$ cat config.mk
export PLATFORM = sky130hd
export DESIGN_NAME = controller_input_sampler_flat
export DESIGN_NICKNAME = d
export VERILOG_FILES = /design/src/rtl/controller_input_sampler_pkg.sv /design/src/rtl/controller_input_sampler_if.sv /design/src/rtl/controller_input_sampler_btn_debounce.sv /design/src/rtl/controller_input_sampler.sv /design/src/flat_wrapper.sv
export SDC_FILE = /design/constraint.sdc
export NUM_CORES = 1
export LEC_CHECK = 0
export CAP_MARGIN = 0
export CORE_MARGIN = 2
export CORE_UTILIZATION = 58
export CTS_CLUSTER_DIAMETER = 50
export DETAILED_ROUTE_END_ITERATION = 10
export PLACE_DENSITY = 0.79
export SETUP_SLACK_MARGIN = 0.05
export SLEW_MARGIN = 10
export SYNTH_ARGS = -nofsm -noshare
export SYNTH_HDL_FRONTEND = slang
export SYNTH_SLANG_ARGS = --single-unit
export TNS_END_PERCENT = 30
$ cat constraint.sdc
create_clock -name clk -period 2.5 [get_ports clk]
set_input_delay 0.625 -clock clk [delete_from_list [all_inputs] [get_ports clk]]
set_output_delay 0.625 -clock clk [all_outputs]
set_load 0.005 [all_outputs]
$ cat src/rtl/controller_input_sampler_pkg.sv
// Shared constants for the controller sampler: button indices, CPU addresses and word field positions.
// The BRAM wrapper imports the same addresses so decode and storage never disagree.
package cont_pkg;
  localparam int BTN_UP    = 0;
  localparam int BTN_DOWN  = 1;
  localparam int BTN_FIRE  = 2;
  localparam int BTN_START = 3;

  localparam logic [15:0] CONT1_ADDR = 16'hC001;
  localparam logic [15:0] CONT2_ADDR = 16'hC002;

  localparam int LVL_LSB   = 0;
  localparam int FLAG_LSB  = 4;
  localparam int VALID_BIT = 15;
endpackage

$ cat src/rtl/controller_input_sampler_if.sv
// Button/address/controller-word bundle between the board-side driver and the sampler.
// The sampler uses the slave modport; whatever drives buttons and the CPU address uses master.
interface controller_input_sampler_if #(
  parameter int NUM_BTN = 4
);
  logic [NUM_BTN-1:0] btn_1;
  logic [NUM_BTN-1:0] btn_2;
  logic [15:0]        addr_a;
  logic [15:0]        cont_1;
  logic [15:0]        cont_2;

  modport master (output btn_1, output btn_2, output addr_a, input cont_1, input cont_2);
  modport slave  (input btn_1, input btn_2, input addr_a, output cont_1, output cont_2);
endinterface

$ cat src/rtl/controller_input_sampler_btn_debounce.sv
// One button: 2-flop synchroniser, debounce counter/stable state, press pulse; level_d_o is next stable state.
// CONT_AUTOREPEAT_EN adds a repeat counter that re-pulses press_o while the button stays held.
module btn_debounce #(
  parameter int DEBOUNCE_CYCLES = 50000,
  parameter int CNT_W           = 16,
  parameter int REPEAT_CYCLES   = 5000000,
  parameter int REPEAT_W        = 24
) (
  input  logic clk,
  input  logic reset,
  input  logic btn_i,
  output logic level_d_o,
  output logic press_o
);
  localparam logic [CNT_W-1:0] CNT_LAST = CNT_W'(DEBOUNCE_CYCLES - 1);

  logic             sync1_q, sync2_q;
  logic             stable_q, stable_d;
  logic [CNT_W-1:0] cnt_q, cnt_d;
  logic             flip;
  logic             rise;

  always_ff @(posedge clk) begin
    if (reset) begin
      sync1_q  <= 1'b0;
      sync2_q  <= 1'b0;
      stable_q <= 1'b0;
      cnt_q    <= '0;
    end else begin
      sync1_q  <= btn_i;
      sync2_q  <= sync1_q;
      stable_q <= stable_d;
      cnt_q    <= cnt_d;
    end
  end

  always_comb begin
    stable_d = stable_q;
    cnt_d    = '0;
    flip     = 1'b0;
    if (sync2_q != stable_q) begin
      if (cnt_q == CNT_LAST) begin
        stable_d = sync2_q;
        flip     = 1'b1;
      end else begin
        cnt_d = cnt_q + 1'b1;
      end
    end
  end

  // Exported pre-register so the top's output word flips on the same edge as the stable state.
  assign level_d_o = stable_d;
  assign rise      = flip & sync2_q;

`ifdef CONT_AUTOREPEAT_EN
  localparam logic [REPEAT_W-1:0] REP_LAST = REPEAT_W'(REPEAT_CYCLES - 1);

  logic [REPEAT_W-1:0] rep_q, rep_d;
  logic                rep_fire;

  always_ff @(posedge clk) begin
    if (reset) rep_q <= '0;
    else       rep_q <= rep_d;
  end

  always_comb begin
    rep_d    = '0;
    rep_fire = 1'b0;
    if (stable_q) begin
      if (rep_q == REP_LAST) rep_fire = 1'b1;
      else                   rep_d    = rep_q + 1'b1;
    end
  end

  assign press_o = rise | rep_fire;
`else
  logic unused_repeat_cfg;
  assign unused_repeat_cfg = (REPEAT_CYCLES > 0) && (REPEAT_W > 0);
  assign press_o = rise;
`endif
endmodule

$ cat src/rtl/controller_input_sampler.sv
// Two controllers x NUM_BTN buttons -> registered 16-bit words {valid, 0, sticky flags, levels}.
// Flags clear on a CPU access to CONT1_ADDR/CONT2_ADDR (press wins); CONT_AUTOREPEAT_EN enables held-button repeat.
import cont_pkg::*;

module controller_input_sampler #(
  parameter int NUM_BTN         = 4,
  parameter int DEBOUNCE_CYCLES = 50000,
  parameter int CNT_W           = 16,
  parameter int REPEAT_CYCLES   = 5000000,
  parameter int REPEAT_W        = 24
) (
  input logic                       clk,
  input logic                       reset,
  controller_input_sampler_if.slave bus
);
  localparam logic [CNT_W-1:0] VALID_LAST = CNT_W'(DEBOUNCE_CYCLES - 1);

  logic [1:0][NUM_BTN-1:0] raw;
  logic [1:0][NUM_BTN-1:0] lvl_d;
  logic [1:0][NUM_BTN-1:0] press;
  logic [1:0][NUM_BTN-1:0] flags_d;
  logic [1:0][15:0]        cont_q, cont_d;
  logic [1:0]              clr;

  logic             valid_q, valid_d;
  logic [CNT_W-1:0] vcnt_q, vcnt_d;

  assign raw[0] = bus.btn_1;
  assign raw[1] = bus.btn_2;
  assign clr[0] = (bus.addr_a == CONT1_ADDR);
  assign clr[1] = (bus.addr_a == CONT2_ADDR);

  for (genvar c = 0; c < 2; c++) begin : g_cont
    for (genvar i = 0; i < NUM_BTN; i++) begin : g_btn
      btn_debounce #(
        .DEBOUNCE_CYCLES(DEBOUNCE_CYCLES),
        .CNT_W          (CNT_W),
        .REPEAT_CYCLES  (REPEAT_CYCLES),
        .REPEAT_W       (REPEAT_W)
      ) u_btn (
        .clk      (clk),
        .reset    (reset),
        .btn_i    (raw[c][i]),
        .level_d_o(lvl_d[c][i]),
        .press_o  (press[c][i])
      );
    end
  end

  // Power-up hold-off: one shared counter, valid latches and stays until reset.
  always_comb begin
    valid_d = valid_q;
    vcnt_d  = vcnt_q;
    if (!valid_q) begin
      if (vcnt_q == VALID_LAST) valid_d = 1'b1;
      else                      vcnt_d  = vcnt_q + 1'b1;
    end
  end

  always_comb begin
    flags_d = '0;
    cont_d  = '0;
    for (int c = 0; c < 2; c++) begin
      flags_d[c] = (clr[c] ? '0 : cont_q[c][FLAG_LSB +: NUM_BTN]) | press[c];
      if (valid_d) begin
        cont_d[c][VALID_BIT]          = 1'b1;
        cont_d[c][LVL_LSB +: NUM_BTN] = lvl_d[c];
        cont_d[c][FLAG_LSB +: NUM_BTN] = flags_d[c];
      end
    end
  end

  always_ff @(posedge clk) begin
    if (reset) begin
      valid_q <= 1'b0;
      vcnt_q  <= '0;
      cont_q  <= '0;
    end else begin
      valid_q <= valid_d;
      vcnt_q  <= vcnt_d;
      cont_q  <= cont_d;
    end
  end

  assign bus.cont_1 = cont_q[0];
  assign bus.cont_2 = cont_q[1];
endmodule

$ cat src/flat_wrapper.sv
// flat-port wrapper written by rule: the top's interface ports become plain ports
module controller_input_sampler_flat 
#(
  parameter int NUM_BTN         = 4,
  parameter int DEBOUNCE_CYCLES = 50000,
  parameter int CNT_W           = 16,
  parameter int REPEAT_CYCLES   = 5000000,
  parameter int REPEAT_W        = 24
)
  (clk, reset, bus_btn_1, bus_btn_2, bus_addr_a, bus_cont_1, bus_cont_2);
  controller_input_sampler_if #(.NUM_BTN(NUM_BTN)) bus_i ();
  input logic clk;
  input logic reset;
  input wire logic [$bits(bus_i.btn_1)-1:0] bus_btn_1;
  input wire logic [$bits(bus_i.btn_2)-1:0] bus_btn_2;
  input wire logic [$bits(bus_i.addr_a)-1:0] bus_addr_a;
  output wire logic [$bits(bus_i.cont_1)-1:0] bus_cont_1;
  output wire logic [$bits(bus_i.cont_2)-1:0] bus_cont_2;
  assign bus_i.btn_1 = bus_btn_1;
  assign bus_i.btn_2 = bus_btn_2;
  assign bus_i.addr_a = bus_addr_a;
  assign bus_cont_1 = bus_i.cont_1;
  assign bus_cont_2 = bus_i.cont_2;
  controller_input_sampler #(.NUM_BTN(NUM_BTN), .DEBOUNCE_CYCLES(DEBOUNCE_CYCLES), .CNT_W(CNT_W), .REPEAT_CYCLES(REPEAT_CYCLES), .REPEAT_W(REPEAT_W)) u_core (.clk(clk), .reset(reset), .bus(bus_i));
endmodule
==> impl_metrics.env, run 1 <==
export IMPL_status="finished, final reports clean"
export IMPL_whs_ns=0.436
export IMPL_place_area_um2=8490
export IMPL_die_area_um2=14800
export IMPL_cts_sinks=185
export IMPL_p_switching_mw=1.18
export IMPL_vdd_drop_max_uv=556
export IMPL_drt_initial_drc_count=375
export IMPL_viasPerCell=5.44
export IMPL_synth_edf_count=0
export IMPL_die_w_um=121
export IMPL_drive_above_1_share_pct=6.36
export IMPL_placementRows=42
export IMPL_numCtsBuffers=17
export IMPL_synth_seq_cells=185
export IMPL_period_needed_ns=2.06
export IMPL_cts_root_buffer="clkbuf_16"
export IMPL_p_clk_share_pct=47.0
export IMPL_fin_util_pct=68.2
export IMPL_first_pass_iters=5
export IMPL_ctsHoldBuffers=0
export IMPL_finalNetCount=965
export IMPL_hold_depth=1
export IMPL_final_common_cell="dfxtp_1"
export IMPL_coreArea_um2=13300
export IMPL_worstHoldEndpoint="u_core.g_cont[1].g_btn[0].u_btn.sync2_q"
export IMPL_power_density_nw_per_um2=641
export IMPL_grt_max_degree=23
export IMPL_synth_ff_type="dfxtp_1"
export IMPL_p_seq_share_pct=51.1
export IMPL_rr_startpoint="u_core.g_cont[1].g_btn[3].u_btn.cnt_q[6]"
export IMPL_post_cts_resized=0
export IMPL_synthesis_area_um2=8010
export IMPL_drv_slew=0
export IMPL_tns_ns=0
export IMPL_p_int_mw=4.66
export IMPL_clk_latency_ns=0.43
export IMPL_reg2reg_setup_slack_ns=0.44
export IMPL_synth_area_leaders="dfxtp_1 46%, nor2_1 6.7%, xnor2_1 6.6%"
export IMPL_area_growth_synth_to_final_pct=13.8
export IMPL_cp_max_fo=15
export IMPL_crit_arrival_ns=2.35
export IMPL_stdcell_count=1119
export IMPL_worstMarginPinSlew_ns=0.568
export IMPL_r2r_end="u_core.g_cont[1].g_btn[3].u_btn.cnt_q[11]"
export IMPL_antenna_cells=0
export IMPL_max_clock_freq_ghz=0.485
export IMPL_leakagePower_nw=2.88
export IMPL_rsz0062_at_grt="false"
export IMPL_drt_wirelength_per_cell_um=13.2
export IMPL_cts_path_max_buffers=2
export IMPL_num_io_pins=58
export IMPL_initial_utilization_pct=60.0
export IMPL_reg2regPathDepth=4
export IMPL_post_route_period_util_pct=82.4
export IMPL_track_usage_pct=20.7
export IMPL_place_inst=1087
export IMPL_yosysUniqueCellTypes=52
export IMPL_dp_slack_ns=0.217
export IMPL_max_slew_margin_rel_pct=62.1
export IMPL_synthCells=891
export IMPL_fin_area_um2=9110
export IMPL_dp_hpwl_um=9910
export IMPL_synth_top_area_share_pct=46.3
export IMPL_worstPathRequired_ns=2.79
export IMPL_first_global_vias=5546
export IMPL_io_buffers=43
export IMPL_clk_pin_slew_ns=0.07
export IMPL_drc=0
export IMPL_ys_warn_count=0
export IMPL_endpoint_kind="flip-flop"
export IMPL_yosysSeqAreaShare_pct=46.3
export IMPL_postCtsSetupRepairBufs=0
export IMPL_grt_ovfl_total=0
export IMPL_swShare_pct=20.2
export IMPL_synthDominantAreaCellType="dfxtp_1"
export IMPL_skew_ns=0.00727
export IMPL_combPwrFrac_pct=2.0
export IMPL_wl_um=14700
export IMPL_async_flop_share_pct=0
export IMPL_drv_cap=0
export IMPL_htreeDepth=4
export IMPL_die_y_um=121
export IMPL_hold_class="reg -> reg"
export IMPL_holdCritStartpoint="u_core.g_cont[1].g_btn[0].u_btn.sync1_q"
export IMPL_criticalPathCategory="reg -> reg"
export IMPL_grt_antenna_before_repair=0
export IMPL_final_antenna_net_count=0
export IMPL_final_cell_mix="185 x dfxtp_1, 143 x nor2_1, 60 x xnor2_1, 51 x nand3_1, 48 x xor2_1"
export IMPL_setup_viol_count_final=0
export IMPL_startpoint_type="flip-flop"
export IMPL_grt_pass1_wl_um=24800
export IMPL_finalPower_mw=5.84
export IMPL_vias=6092
export IMPL_syn_mean_instance_area_um2=8.98
export IMPL_cts_tree="yes"
export IMPL_hold_violations=0
export IMPL_setup_ws_ns=0.439
export IMPL_gp_congestion=0.812
## worst max path at each step
stage / startpoint / endpoint / slack (ns) / cells past startpoint
2_1_floorplan: reset / u_core.g_cont[1].g_btn[2].u_btn.stable_q / 0.62 / 5
5_1_grt: u_core.g_cont[1].g_btn[3].u_btn.cnt_q[0] / u_core.g_cont[1].g_btn[3].u_btn.cnt_q[6] / 0.24 / 5
4_1_cts: u_core.g_cont[1].g_btn[3].u_btn.cnt_q[0] / u_core.g_cont[1].g_btn[3].u_btn.cnt_q[11] / 0.43 / 5
6_report: u_core.g_cont[1].g_btn[3].u_btn.cnt_q[6] / u_core.g_cont[1].g_btn[3].u_btn.cnt_q[11] / 0.44 / 4
3_5_place_dp: bus_addr_a[10] / u_core.bus.cont_1[5] / 0.22 / 5
3_3_place_gp: bus_addr_a[10] / u_core.bus.cont_2[4] / 0.30 / 5
## cell families (layout without fill, tap and decap cells)
kind of cell,count (synthesis),in the layout,synth area share [%]
muxes,7,7,0.891
xor gates and xnor gates,108,108,11.8
AOI/OAI and AO/OA,81,81,5.91
DFF,185,185,46.3
and+or+nand+nor,434,434,29.3
adders and majority gates,9,9,1.41
buffers and inverters,66,105,4.36
other,1,14,0.0468
## Yosys cell counts, types with 9 or more instances
cell type and instances:
xnor2_1 60, and3_1 13, nand3_1 51, nor2_1 143, nor2b_1 17, buf_4 17, xor2_1 48, nor3_1 23
nand2_1 36, ha_1 9, dfxtp_1 185, nor4_1 17, and4_1 13, o21ai_0 27, or3_1 25, clkbuf_1 15
nand4_1 36, inv_1 23, a21oi_1 39
## state kept, by name, indices dropped and copies added, names as in the netlist
name                                count
u_core.bus.cont_1                       8
u_core.g_cont.g_btn.u_btn.sync2_q       8
u_core.vcnt_q                          16
u_core.bus.cont_2                       8
u_core.valid_q                          1
u_core.g_cont.g_btn.u_btn.cnt_q       128
u_core.g_cont.g_btn.u_btn.sync1_q       8
u_core.g_cont.g_btn.u_btn.stable_q      8
## power by group through the flow
stage	Sequential, mW	Clock [mW]	Combinational [mW]
after floorplan	3.04	0	0.0811
after global placement	3.05	0	0.113
after detailed placement	3.05	0	0.115
after CTS	2.98	2.79	0.116
after global routing	2.98	2.91	0.127
final	2.98	2.74	0.115
## metal layers
metal | vias to the layer above | track usage, % | part of all wire, %
met5 | - | 0 | 0
met3 | 10 | 5.03 | 3.2
li1 | 3162 | - | -
met4 | 0 | 6.03 | 0.82
met2 | 85 | 33.7 | 46
met1 | 2835 | 27.4 | 50
## worst max-delay path: stages (launching register included)
cell and delay, ns:
dfxtp_1 0.41, or4b_1 0.48, nor4_2 0.44, or2_1 0.49, nor2_1 0.11
## final cells by class
class | instances | area, um2
clock buffer | 23 | 508
multi-input combinational | 653 | 4000
timing repair buffer | 50 | 478
clock inverter | 9 | 111
inverter | 23 | 86.3
fill | 1089 | 4240
tap | 176 | 220
sequential | 185 | 3700
Power figures use the tool's default switching activity.
==> run 2: changes to the inputs <==
--- a/config.mk
+++ b/config.mk
@@ -7,10 +7,10 @@
 export LEC_CHECK = 0
 export CAP_MARGIN = 0
 export CORE_MARGIN = 2
-export CORE_UTILIZATION = 58
+export CORE_UTILIZATION = 53
 export CTS_CLUSTER_DIAMETER = 50
 export DETAILED_ROUTE_END_ITERATION = 10
-export PLACE_DENSITY = 0.79
+export PLACE_DENSITY = 0.76
 export SETUP_SLACK_MARGIN = 0.05
 export SLEW_MARGIN = 10
 export SYNTH_ARGS = -nofsm -noshare
==> constraint.sdc (replaced) <==
create_clock -name clk -period 1.8 [get_ports clk]
set_input_delay 0.45 -clock clk [delete_from_list [all_inputs] [get_ports clk]]
set_output_delay 0.45 -clock clk [all_outputs]
set_load 0.005 [all_outputs]
==> run 2 against run 1 <==
  * The run now ends with negative setup slack left
  * Cell area is 8.7% higher
  * Total power up 37%
  * Worst hold slack got worse by 0.027 ns
  * First-iteration DRC count down 1.1%
  * Worst setup slack got worse by 0.45 ns
  * Critical path type unchanged
==> impl_metrics.env, run 2 (synthesis results as in run 1) <==
export IMPL_crit_slowest_cell="or4b_4"
export IMPL_vias=6442
export IMPL_fin_util_pct=67.6
export IMPL_reg2regPathDepth=5
export IMPL_rr_startpoint="u_core.g_cont[0].g_btn[3].u_btn.cnt_q[13]"
export IMPL_first_pass_iters=5
export IMPL_cp_max_fo=15
export IMPL_clk_latency_ns=0.42
export IMPL_grt_ovfl_total=0
export IMPL_crit_arrival_ns=2.13
export IMPL_viasPerCell=5.39
export IMPL_largest_register_ffs=128
export IMPL_endpoint="u_core.g_cont[0].g_btn[3].u_btn.cnt_q[7]"
export IMPL_combPwrFrac_pct=2.4
export IMPL_reg2reg_setup_slack_ns=-0.01
export IMPL_hold_violations=0
export IMPL_worstSetupStartpoint="u_core.g_cont[0].g_btn[3].u_btn.cnt_q[13]"
export IMPL_vdd_drop_max_uv=687
export IMPL_criticalPathCategory="reg -> reg"
export IMPL_grt_pass1_wl_um=27100
export IMPL_clk_pin_slew_ns=0.07
export IMPL_top_register="u_core.g_cont.g_btn.u_btn.cnt_q"
export IMPL_violations="negative setup slack"
export IMPL_antenna_cells=0
export IMPL_drc=0
export IMPL_drv_slew=0
export IMPL_finalNetCount=1034
export IMPL_skew_ns=0.0107
export IMPL_final_common_cell="dfxtp_1"
export IMPL_numCtsBuffers=17
export IMPL_coreArea_um2=14600
export IMPL_die_area_um2=16100
export IMPL_die_y_um=127
export IMPL_p_int_mw=6.37
export IMPL_cpPeakStageDelay_ns=0.54
export IMPL_drive_above_1_share_pct=18.3
export IMPL_cts_tree="yes"
export IMPL_cts_root_buffer="clkbuf_16"
export IMPL_path_depth=5
export IMPL_swShare_pct=20.3
export IMPL_crit_family="simple AND/OR/NAND/NOR gates"
export IMPL_setup_ws_ns=-0.0115
export IMPL_post_route_period_util_pct=101
export IMPL_r2r_end="u_core.g_cont[0].g_btn[3].u_btn.cnt_q[7]"
export IMPL_grt_antenna_before_repair=0
export IMPL_reg_top3="u_core.g_cont.g_btn.u_btn.cnt_q x128, u_core.vcnt_q x16"
export IMPL_cts_sinks=185
export IMPL_dp_hpwl_um=11000
export IMPL_gp_congestion=0.850
export IMPL_num_io_pins=58
export IMPL_hold_class="in -> reg"
export IMPL_initial_utilization_pct=54.7
export IMPL_die_w_um=127
export IMPL_final_cell_mix="163 x dfxtp_1, 134 x nor2_1, 70 x buf_4, 60 x xnor2_1"
export IMPL_leakagePower_nw=3.39
export IMPL_area_growth_synth_to_final_pct=23.7
export IMPL_p_clk_share_pct=45.9
export IMPL_ctsHoldBuffers=0
export IMPL_drt_wirelength_per_cell_um=13.4
export IMPL_htreeDepth=4
export IMPL_drt_initial_drc_count=371
export IMPL_path_cells="or4b_4, or4_4, o21ai_4, buf_12, nor2_1"
export IMPL_max_clock_freq_ghz=0.552
export IMPL_final_antenna_net_count=0
export IMPL_io_buffers=43
export IMPL_cts_path_max_buffers=2
export IMPL_setup_viol_count_final=4
export IMPL_dp_slack_ns=-0.168
export IMPL_p_switching_mw=1.62
export IMPL_track_usage_pct=20.3
export IMPL_drv_cap=0
export IMPL_finalPower_mw=8.00
export IMPL_power_density_nw_per_um2=807
export IMPL_grt_max_degree=23
export IMPL_startpoint_type="flip-flop"
export IMPL_status="finished with violations"
export IMPL_cp_buffers_inverters=1
export IMPL_period_needed_ns=1.81
export IMPL_wl_um=16100
export IMPL_worstPathRequired_ns=2.12
export IMPL_endpoint_kind="flip-flop"
export IMPL_p_seq_share_pct=51.8
export IMPL_first_global_vias=6091
export IMPL_rsz0062_at_grt="true"
export IMPL_placementRows=44
run 2: stage by stage:
| step | area, um2 | TNS, ns | hold slack, ns | std cells |
|---|---|---|---|---|
| floorplan | 8070 | 0 | 0.414 | 904 |
| global placement | 9040 | -1.39 | 0.418 | 1162 |
| detailed placement | 9040 | -1.41 | 0.424 | 1162 |
| CTS | 9680 | -0.116 | 0.382 | 1194 |
| global route | 9900 | -0.976 | 0.398 | 1196 |
| finish | 9900 | -0.0264 | 0.410 | 1196 |
run 2: layout make-up:
class                           instances  area, um2
Inverter                               23       86.3
Multi-Input combinational cell        653       4220
Fill cell                            1160       4740
Sequential cell                       185       3740
Clock inverter                         11        120
Timing Repair Buffer                  119       1040
Tap cell                              184        230
Clock buffer                           21        470
run 2: metal layers:
metal	part of all wire (%)	wire, um	GRT usage [%]
met4	0.99	159	5.62
met5	0	0	0
met1	47	7600	26.3
met2	48	7740	33.7
met3	3.5	564	5.06
run 2: worst reg2reg max path: stages, from the launching register on:
cell     delay [ns]
dfxtp_2        0.34
or4b_4         0.54
or4_4          0.45
o21ai_4        0.16
buf_12         0.15
nor2_1         0.06
run 2: power groups by stage:
stage	Combinational (mW)	Clock [mW]	Sequential (mW)
global placement	0.179	0	4.23
floorplan	0.113	0	4.23
detailed placement	0.181	0	4.23
finish	0.190	3.67	4.14
global route	0.211	3.92	4.14
CTS	0.185	3.74	4.14
run 2: repair_timing:
action | 4_1_cts | 5_1_grt
cloned | 0 | 1
pin swaps | 11 | 16
resized for setup | 28 | 55
endpoints found under the setup margin | 57 | 84
setup buffers | 0 | 1
run 2: how the worst min path moves through the flow:
stage                                             from                                        to  slack (ns)  cells after the start
4_1_cts                                          reset  u_core.g_cont[1].g_btn[2].u_btn.stable_q        0.38                      2
3_5_place_dp   u_core.g_cont[0].g_btn[1].u_btn.sync1_q   u_core.g_cont[0].g_btn[1].u_btn.sync2_q        0.42                      1
3_3_place_gp   u_core.g_cont[0].g_btn[1].u_btn.sync1_q   u_core.g_cont[0].g_btn[1].u_btn.sync2_q        0.42                      1
2_1_floorplan  u_core.g_cont[0].g_btn[0].u_btn.sync1_q   u_core.g_cont[0].g_btn[0].u_btn.sync2_q        0.41                      1
5_1_grt                                          reset  u_core.g_cont[1].g_btn[2].u_btn.stable_q        0.40                      2
6_report                                         reset  u_core.g_cont[1].g_btn[2].u_btn.stable_q        0.41                      2
